$ cat src/rtl/cuadrador_pkg.sv
// Shared types and helpers for the shift-and-add squarer and its optional accumulator.
// The accumulator helper is sized for the default operand width N_IN_DEF.
package cuadrador_pkg;

    typedef enum logic [1:0] {
        IDLE   = 2'd0,
        CALC   = 2'd1,
        FINALI = 2'd2
    } cuad_state_t;

    localparam int N_IN_DEF = 32;
    localparam int ACC_W    = 2 * N_IN_DEF;

    // Returns {carry_out, sum}; on carry-out the sum saturates to all ones.
    function automatic logic [ACC_W:0] sat_add(input logic [ACC_W-1:0] a,
                                               input logic [ACC_W-1:0] b);
        logic [ACC_W:0] s;
        s = {1'b0, a} + {1'b0, b};
        if (s[ACC_W]) begin
            s = {1'b1, {ACC_W{1'b1}}};
        end
        return s;
    endfunction

endpackage

$ cat src/rtl/cuadrador_acc.sv
// Saturating sum-of-squares accumulator with sticky overflow flag.
// Only instantiated when CUADRADOR_ACC_EN is defined.
module cuadrador_acc
    import cuadrador_pkg::*;
(
    input  logic             CLK,
    input  logic             RESET,
    input  logic             clr,
    input  logic             add_en,
    input  logic [ACC_W-1:0] add_val,
    output logic [ACC_W-1:0] acc,
    output logic             ovf
);

    logic [ACC_W:0] sum;

    assign sum = sat_add(acc, add_val);

    // Clear and add are never requested on the same edge: clear is IDLE-only, add is CALC-only.
    always_ff @(posedge CLK or negedge RESET) begin
        if (!RESET) begin
            acc <= '0;
            ovf <= 1'b0;
        end else if (clr) begin
            acc <= '0;
            ovf <= 1'b0;
        end else if (add_en) begin
            acc <= sum[ACC_W-1:0];
            ovf <= ovf | sum[ACC_W];
        end
    end

endmodule

$ cat src/rtl/cuadrador_32_64.sv
// Sequential unsigned squarer (RESULT = X*X), one shift-and-add partial product per cycle.
// Define CUADRADOR_ACC_EN to turn RESULT into a saturating running sum of squares.
module cuadrador_32_64
    import cuadrador_pkg::*;
#(
    parameter int N_IN = N_IN_DEF
) (
    input  logic              CLK,
    input  logic              RESET,
    input  logic              START,
    input  logic [N_IN-1:0]   X,
    input  logic              ACC_CLR,
    output logic              FIN,
    output logic [2*N_IN-1:0] RESULT,
    output logic              OVF,
    output cuad_state_t       ESTADO
);

    // Handshake: START is a level request sampled only in IDLE; FIN is high for the whole
    // FINALI state and RESULT is valid then. FINALI is left only once START has dropped,
    // so each operation needs START low for at least one cycle before the next one.

    localparam int CW = $clog2(N_IN);

    cuad_state_t       state;
    logic [2*N_IN-1:0] p;
    logic [2*N_IN-1:0] m;
    logic [N_IN-1:0]   b;
    logic [CW-1:0]     cont;

    logic [2*N_IN-1:0] p_add;
    logic              last;
    logic              done;

    assign p_add = b[0] ? (p + m) : p;
    assign last  = (cont == CW'(N_IN - 1));
    assign done  = (state == CALC) && last;

    assign FIN    = (state == FINALI);
    assign ESTADO = state;

    always_ff @(posedge CLK or negedge RESET) begin
        if (!RESET) begin
            state <= IDLE;
            p     <= '0;
            m     <= '0;
            b     <= '0;
            cont  <= '0;
        end else begin
            case (state)
                IDLE: begin
                    if (START) begin
                        m     <= {{N_IN{1'b0}}, X};
                        b     <= X;
                        p     <= '0;
                        cont  <= '0;
                        state <= CALC;
                    end
                end
                CALC: begin
                    p    <= p_add;
                    m    <= m << 1;
                    b    <= b >> 1;
                    cont <= cont + 1'b1;
                    if (last) begin
                        state <= FINALI;
                    end
                end
                FINALI: begin
                    if (!START) begin
                        state <= IDLE;
                    end
                end
                default: state <= IDLE;
            endcase
        end
    end

`ifdef CUADRADOR_ACC_EN
    // The accumulator register doubles as RESULT, so clearing it also clears RESULT.
    cuadrador_acc u_acc (
        .CLK     (CLK),
        .RESET   (RESET),
        .clr     (ACC_CLR && (state == IDLE)),
        .add_en  (done),
        .add_val (p_add),
        .acc     (RESULT),
        .ovf     (OVF)
    );
`else
    logic [2*N_IN-1:0] result_q;
    logic              unused_acc_clr;

    assign unused_acc_clr = ACC_CLR;

    // The final add of the last CALC cycle is folded in so RESULT is ready on FINALI entry.
    always_ff @(posedge CLK or negedge RESET) begin
        if (!RESET) begin
            result_q <= '0;
        end else if (done) begin
            result_q <= p_add;
        end
    end

    assign RESULT = result_q;
    assign OVF    = 1'b0;
`endif

endmodule

$ cat config.mk
export PLATFORM = sky130hd
export DESIGN_NAME = cuadrador_32_64
export DESIGN_NICKNAME = d
export VERILOG_FILES = /design/src/rtl/cuadrador_pkg.sv /design/src/rtl/cuadrador_acc.sv /design/src/rtl/cuadrador_32_64.sv
export SDC_FILE = /design/constraint.sdc
export NUM_CORES = 1
export LEC_CHECK = 0
export ABC_AREA = 1
export BUFFER_PORTS_ARGS = -buffer_cell sky130_fd_sc_hd__buf_4
export CAP_MARGIN = 10
export CORE_ASPECT_RATIO = 1.5
export CORE_UTILIZATION = 45
export CTS_CLUSTER_DIAMETER = 80
export DETAILED_ROUTE_END_ITERATION = 7
export PLACE_DENSITY_LB_ADDON = 0.1
export SLEW_MARGIN = 20
export SYNTH_ARGS = -nofsm -noshare
export SYNTH_HDL_FRONTEND = slang
export SYNTH_SLANG_ARGS = --single-unit
export TNS_END_PERCENT = 100
$ cat constraint.sdc
create_clock -name CLK -period 1.83 [get_ports CLK]
set_input_delay 0.183 -clock CLK [delete_from_list [all_inputs] [get_ports CLK]]
set_output_delay 0.183 -clock CLK [all_outputs]
set_load 0.01 [all_outputs]
==> insert_results.sql, run 1 <==
INSERT INTO impl_metrics (metric_group, metric, value, unit) VALUES
('detailed_routing', 'vias_post_dr', '16721', ''),
('run_status', 'violations', 'negative setup slack', ''),
('clocking', 'cts.reportedPaths.clkPinSlew', '0.07', 'ns'),
('placement', 'buffer_ports.inserted', '101', ''),
('synth', 'synth_cell_types', '41', ''),
('global_routing', 'global_route.usage.total', '32.79', '%'),
('setup_path', 'cp_data_required_time', '2.27', 'ns'),
('clocking', 'cts.path.max_buffers', '3', ''),
('timing', 'final_hold_viol_count', '0', ''),
('run_status', 'run_status', 'finished, violations left', ''),
('synth', 'postSynth.topFlopCell', 'dfrtp_1', ''),
('floorplan', 'chipWidth', '154', 'microns'),
('synth', 'ys_seq_area_share', '37.07', '%'),
('setup_path', 'cp_cell_sequence', 'ha_4, inv_2, fa_2, nor2_4, nand2_2, nand3_4, nand2_4, nand2_4, nand2_4, nand2_4, nand2_2, nand3_2, nand3_2, nand3_2, nand2_1', ''),
('synth', 'flop_and_latch_count_out_of_synthesis', '231', ''),
('placement', 'place_hpwl', '42800', 'microns'),
('synth', 'post_synth.cell_area_avg', '6.611', 'sq um'),
('setup_path', 'critical-path-max-stage-delay', '0.41', 'ns'),
('timing', 'worst_pin_slew', '0.6301', 'ns'),
('finish', 'layout.nets', '2888', ''),
('setup_path', 'path_class', 'reg2reg', ''),
('detailed_routing', 'via_per_inst', '5.178', ''),
('synth', 'synth_largest_area_cell', 'dfrtp_1', ''),
('synth', 'number_of_warning_messages_in_the_yosys_log', '0', ''),
('finish', 'synth_to_final_area_change', '56.11', '%'),
('synth', 'synth_cells', '2359', ''),
('global_routing', 'global_route.overflow_total', '0', ''),
('finish', 'final_layout_size_suffix_gt1_share', '43.79', '%'),
('clocking', 'clkSinkCount', '231', ''),
('setup_path', 'kind_of_start_point_of_the_critical_path', 'register', ''),
('setup_path', 'crit_path_top_delay_cell', 'fa_2', ''),
('finish', 'fillers', '2788', ''),
('finish', 'multi_input_area', '11610', 'sq um'),
('clocking', 'cts_buffers', '24', ''),
('synth', 'mappedNetlistNets', '2461', ''),
('timing', 'postLayoutSetupSlackWorst', '-0.4054', 'ns'),
('timing', 'clock_skew', '0.01635', 'ns'),
('detailed_routing', 'routed_wl', '58440', 'microns'),
('finish', 'antenna_cells_inserted', '0', ''),
('setup_path', 'critPathMaxFanout', '3', ''),
('setup_path', 'timing.critical_path.mode_cell', 'nand2_4', ''),
('floorplan', 'initial_utilization', '45.64', '%'),
('synth', 'netlist_top_cells_count', '963 x nand2_1, 384 x inv_1, 231 x dfrtp_1', ''),
('clocking', 'cts_tree', 'built', ''),
('floorplan', 'floorplan.io_pins', '104', ''),
('placement', 'post-place-ws', '-0.8311', 'ns'),
('timing', 'final.min_clock_period', '2.235', 'ns'),
('timing', 'maxSlewHeadroom', '57.99', '%'),
('clocking', 'cts_root_buffer', 'clkbuf_16', ''),
('detailed_routing', 'final_antenna_net_count', '0', ''),
('worst_hold_path', 'hold_class', 'in2reg', ''),
('floorplan', 'die-area', '35420', 'sq um'),
('global_routing', 'antenna_found_initial', '0', ''),
('floorplan', 'rows', '83', ''),
('synth', 'netlist_top_cells_area', 'dfrtp_1 37%, nand2_1 23%, inv_1 9.2%', ''),
('timing', 'finalCritPeriodShare', '122.2', '%'),
('global_routing', 'maximum_number_of_pins_on_one_net_before_global_route_repair', '58', ''),
('setup_path', 'critPathArrivalTime', '2.67', 'ns'),
('detailed_routing', 'detailedRoute.firstIterationViolations', '872', ''),
('setup_path', 'crit_buf_inv', '1', ''),
('detailed_routing', 'detail_route.first_pass.iterations', '6', ''),
('setup_path', 'rrSetupSlack', '-0.41', 'ns'),
('setup_path', 'cpLargestDelayFamily', 'simple AND/OR/NAND/NOR gates', ''),
('timing', 'rsz0062_at_grt', 'true', ''),
('detailed_routing', 'remaining_drc_errors', '0', ''),
('timing', 'setup-violations-final', '120', ''),
('synth', 'asyncSetResetFlopFracSynth', '100.0', '%'),
('global_routing', 'number_of_global_route_vias_before_repair', '17295', ''),
('synth', 'number_of_enable_type_register_cells_in_the_synthesized_netlist', '0', ''),
('clocking', 'h-tree-depth', '1', ''),
('floorplan', 'core-area', '34170', 'sq um');
## cell usage in the layout (no fill, tap or decap), types with 8 or more instances in the layout
master	instances
dfrtp_1	228
a21oi_1	10
buf_6	52
buf_12	19
o22ai_1	41
nand3_4	16
dlygate4sd3_1	31
a21oi_2	23
nand3_1	94
o21ai_0	19
xnor2_2	10
nand2_2	190
xor2_2	9
o21ai_1	30
or2_2	32
clkbuf_16	25
nand2_8	9
ha_4	57
buf_4	366
nor3_4	8
ha_1	8
nor2_2	27
nand4_1	9
nor2_1	51
nand3_2	97
nand2_1	688
nor2_4	52
clkinv_2	9
o211ai_1	22
o21ai_2	15
a21oi_4	13
inv_1	315
inv_2	68
nand2_4	95
## sequential cells by signal, indices dropped and copies added, names as in the netlist
| name | cells |
|---|---|
| RESULT | 64 |
| m | 64 |
| cont | 5 |
| ESTADO | 2 |
| p | 64 |
| b | 32 |
## path summary, 6_finish.rpt
check	startpoint	to	cells after the start
worst max-delay path	p[0]	RESULT[62]	15
worst min-delay path	X[25]	b[25]	3
worst max register to register	p[0]	RESULT[62]	15
worst min register to register	RESULT[39]	RESULT[39]	2
max in group asynchronous	RESET	b[0]	3
min in group asynchronous	RESET	p[44]	2
## layer usage
layer	vias to the layer above	global-route usage (%)	part of all wire, %
li1	8149	-	-
met1	8076	33.44	36
met2	345	64.09	55
met3	151	2.978	2.8
met4	0	18.97	6.0
met5	-	0	0
## worst reg2reg max path, delay by kind of cell, from the launching register on
kind | cells | cell delay (ns)
and+or+nand+nor | 12 | 1.11
adders and majority gates | 2 | 0.58
DFF | 1 | 0.40
buffers and inverters | 1 | 0.04
## what timing repair did
| item | in CTS | in global routing |
|---|---|---|
| hold buffers | 31 | 0 |
| cloned | 0 | 0 |
| pin swaps | 157 | 154 |
| setup buffers | 51 | 42 |
| endpoints found under the setup margin | 122 | 125 |
| hold endpoints to repair | 185 | 0 |
| gates resized for setup | 596 | 343 |
## area by class of cell
type,instances,area share (%)
sequential,231,23.76
multi-input combinational,1665,47.70
tap,425,2.184
clock buffer,29,2.714
inverter,395,6.193
timing repair buffer,469,16.59
clock inverter,15,0.8583
## kinds of logic after synthesis
logic type / after synthesis / synth area share (%)
other: 1 / 0.02405
AND/OR/NAND/NOR: 1378 / 37.20
flip-flops: 231 / 37.07
buffers and inverters: 463 / 11.63
XOR/XNOR: 30 / 1.685
AO/OA/AOI/OAI: 190 / 7.052
adder cells (fa/ha/maj): 66 / 5.343
## metrics by stage
step,util [%],hold WS [ns],cell area (sq um),TNS [ns]
3_5_place_dp,54.89,0.1593,18750,-55.86
6_report,71.26,0.01334,24350,-32.30
4_1_cts,66.63,0.009140,22760,-31.99
3_3_place_gp,54.89,0.1490,18750,-55.49
5_1_grt,71.26,0.04013,24350,-43.30
2_1_floorplan,-,-0.1126,15640,-0.3140
Power of run 1 is left out: the tool's default activity adds up to more than one toggle a clock period on the data nets, which glitch-free logic cannot reach.
==> run 2, diff against run 1 <==
==> constraint.sdc (replaced) <==
create_clock -name CLK -period 2.25 [get_ports CLK]
set_input_delay 0.225 -clock CLK [delete_from_list [all_inputs] [get_ports CLK]]
set_output_delay 0.225 -clock CLK [all_outputs]
set_load 0.01 [all_outputs]
==> run 2 against run 1 <==
Non-clock buffer count fell by 101; clock skew increased by 0.0047 ns; cell count down 3.2%; clock-buffer cell count grew 8; utilization shrank 8.3 points; die area did not move; via count is 5.4% lower; the flow still finishes with violations (negative setup slack); first-iteration DRC count is 18% lower; highest routed layer unchanged; largest cell class unchanged; flip-flop and latch count is the same.
==> insert_results.sql, run 2 (same netlist as run 1, synthesis figures left out) <==
INSERT INTO impl_metrics (metric_group, metric, value, unit) VALUES
('setup_path', 'worstRegToRegCells', '17', ''),
('setup_path', 'kind_of_start_point_of_the_critical_path', 'register', ''),
('setup_path', 'critical-path-max-stage-delay', '0.43', 'ns'),
('detailed_routing', 'wire_per_inst', '17.48', 'microns'),
('detailed_routing', 'via_per_inst', '5.059', ''),
('timing', 'finalCritPeriodShare', '100.4', '%'),
('placement', 'place_hpwl', '41190', 'microns'),
('clocking', 'clkSinkCount', '231', ''),
('global_routing', 'number_of_global_route_vias_before_repair', '15850', ''),
('global_routing', 'maximum_number_of_pins_on_one_net_before_global_route_repair', '97', ''),
('clocking', 'h-tree-depth', '1', ''),
('placement', 'place.gp.congestion', '0.9519', ''),
('floorplan', 'rows', '83', ''),
('finish', 'layout.nets', '2787', ''),
('finish', 'final_core_util', '62.91', '%'),
('setup_path', 'cp_data_required_time', '2.67', 'ns'),
('power_and_ir_drop', 'leakage', '0.01150', 'uW'),
('detailed_routing', 'vias_post_dr', '15813', ''),
('power_and_ir_drop', 'report.power.total', '40600', 'uW'),
('power_and_ir_drop', 'power.density', '1889', 'nW/um^2'),
('setup_path', 'timing.critical_path.mode_cell', 'nand2_1', ''),
('worst_hold_path', 'min_path_cells', '3', ''),
('power_and_ir_drop', 'worst_ir_drop_vdd', '1.470', 'mV'),
('floorplan', 'chipWidth', '154', 'microns'),
('floorplan', 'core-area', '34170', 'sq um'),
('timing', 'slew_viol_final', '0', ''),
('detailed_routing', 'routed_wl', '54660', 'microns'),
('setup_path', 'crit_path_top_delay_cell', 'dfrtp_1', ''),
('setup_path', 'path_class', 'reg2reg', ''),
('finish', 'synth_to_final_area_change', '37.82', '%'),
('run_status', 'run_status', 'finished, violations left', ''),
('global_routing', 'global_route_wire_length_before_repair', '84500', 'microns'),
('clocking', 'cts.reportedPaths.clkPinSlew', '0.06', 'ns'),
('global_routing', 'antenna_found_initial', '0', ''),
('timing', 'setup-violations-final', '1', ''),
('timing', 'maxSlewHeadroom', '47.82', '%'),
('clocking', 'clock_insertion_delay_at_the_later_pin_of_the_skew_report', '0.55', 'ns'),
('setup_path', 'critical_path.endpoint_type', 'register', ''),
('floorplan', 'floorplan.io_pins', '104', ''),
('detailed_routing', 'detailedRoute.firstIterationViolations', '715', ''),
('finish', 'fillers', '3170', ''),
('timing', 'final_hold_viol_count', '0', ''),
('timing', 'postLayoutSetupSlackWorst', '-0.008590', 'ns'),
('global_routing', 'global_route.usage.total', '30.97', '%'),
('detailed_routing', 'remaining_drc_errors', '0', ''),
('placement', 'buffer_ports.inserted', '101', ''),
('floorplan', 'die-area', '35420', 'sq um'),
('flow_run', 'drv_cap', '0', ''),
('clocking', 'cts_root_buffer', 'clkbuf_16', ''),
('worst_hold_path', 'hold_class', 'in2reg', ''),
('timing', 'rsz0062_at_grt', 'true', ''),
('clocking', 'cts.path.max_buffers', '3', ''),
('clocking', 'cts_buffers', '24', ''),
('finish', 'antenna_cells_inserted', '0', ''),
('clocking', 'cts_tree', 'built', ''),
('setup_path', 'cp_cell_sequence', 'ha_4, buf_6, nand2_1, nand2_2, nand2_1, nand2_1, inv_1, nand2_2, nand2_2, nand2_2, a21oi_2, buf_6, nand2_1, nand2_1, nand3_2, nand3_2, nand2_1', ''),
('timing', 'worst_pin_slew', '0.7827', 'ns'),
('finish', 'final_layout_size_suffix_gt1_share', '30.32', '%'),
('detailed_routing', 'detail_route.first_pass.iterations', '5', ''),
('run_status', 'violations', 'negative setup slack', ''),
('timing', 'fmax', '442.8', 'MHz'),
('finish', 'layout.cells.most_common_list', '830 x nand2_1, 372 x inv_1, 321 x buf_4', ''),
('timing', 'final.min_clock_period', '2.259', 'ns'),
('floorplan', 'initial_utilization', '45.64', '%'),
('finish', 'mostFrequentLayoutCell', 'nand2_1', ''),
('global_routing', 'global_route.overflow_total', '0', ''),
('placement', 'post-place-ws', '-0.2804', 'ns'),
('setup_path', 'critPathArrivalTime', '2.68', 'ns'),
('detailed_routing', 'final_antenna_net_count', '0', ''),
('setup_path', 'critPathMaxFanout', '3', ''),
('floorplan', 'chipHeight', '230.0', 'microns'),
('timing', 'clock_skew', '0.02105', 'ns');
run 2: cell count changes in the layout (fill, tap and decap cells not counted), sizes merged:
cell         change
buf             -98
bufinv           -5
clkbuf           +8
clkinv           -3
clkinvlp         -1
dlygate4sd3      -3
inv              -1
run 2: area by class of cell:
class	count	area [sq um]	area share [%]
flip-flops and latches	231	5786	26.92
repair buffers	368	3022	14.06
multi-input cells	1665	9869	45.92
clock inverters	5	31.28	0.1455
well taps	425	531.8	2.474
clock buffers	37	770.7	3.586
inverters	395	1483	6.898
run 2: worst paths after layout:
path	slack, ns	from	to
worst max-delay path	-0.009	m[29]	p[56]
worst min-delay path	0.02	X[30]	b[30]
worst max register to register	-0.009	m[29]	p[56]
worst min register to register	0.48	b[13]	b[13]
max in group asynchronous	1.30	RESET	p[22]
min in group asynchronous	0.20	RESET	RESULT[45]
run 2: timing repair:
item                                    4_1_cts  5_1_grt
endpoints found under the hold margin       100        0
hold buffers                                 28        0
buffers inserted                              2       20
endpoints found under the setup margin       91      108
pin swaps                                    11       69
gates resized for setup                     125      291
run 2: worst max-delay path: cells and delay by family, from the launching register on:
family | cells | cell delay (ns)
buf+inv | 3 | 0.33
fa+ha+maj | 1 | 0.26
simple gates | 12 | 0.96
flops | 1 | 0.43
compound gates | 1 | 0.15
run 2: per-layer routing:
metal  vias to the layer above  share of wire [%]  GRT usage (%)
met3                       112                2.3          2.205
met1                      7479                 38          32.89
met4                         0                5.3          14.66
li1                       7932                  -              -
met5                         -                  0              0
met2                       290                 55          60.94
run 2: report_power, final:
group,internal [uW],leakage (uW),switching [uW]
Clock,2340,0.000398,1720
Sequential,6020,0.00290,1670
Combinational,12300,0.00819,16500
run 2: per-stage QoR:
| step | instance area, sq um | std cells | hold WS (ns) | TNS, ns |
|---|---|---|---|---|
| CTS | 20110 | 3106 | 0.003132 | -0.1278 |
| floorplan | 15600 | 2359 | -0.07059 | 0 |
| global route | 21490 | 3126 | 0.02004 | -2.285 |
| detailed placement | 18370 | 3034 | 0.1798 | -10.02 |
| global placement | 18370 | 3034 | 0.1791 | -8.528 |
| finish | 21490 | 3126 | 0.02079 | -0.008590 |
Note: power is estimated with default switching activity, not from simulation.
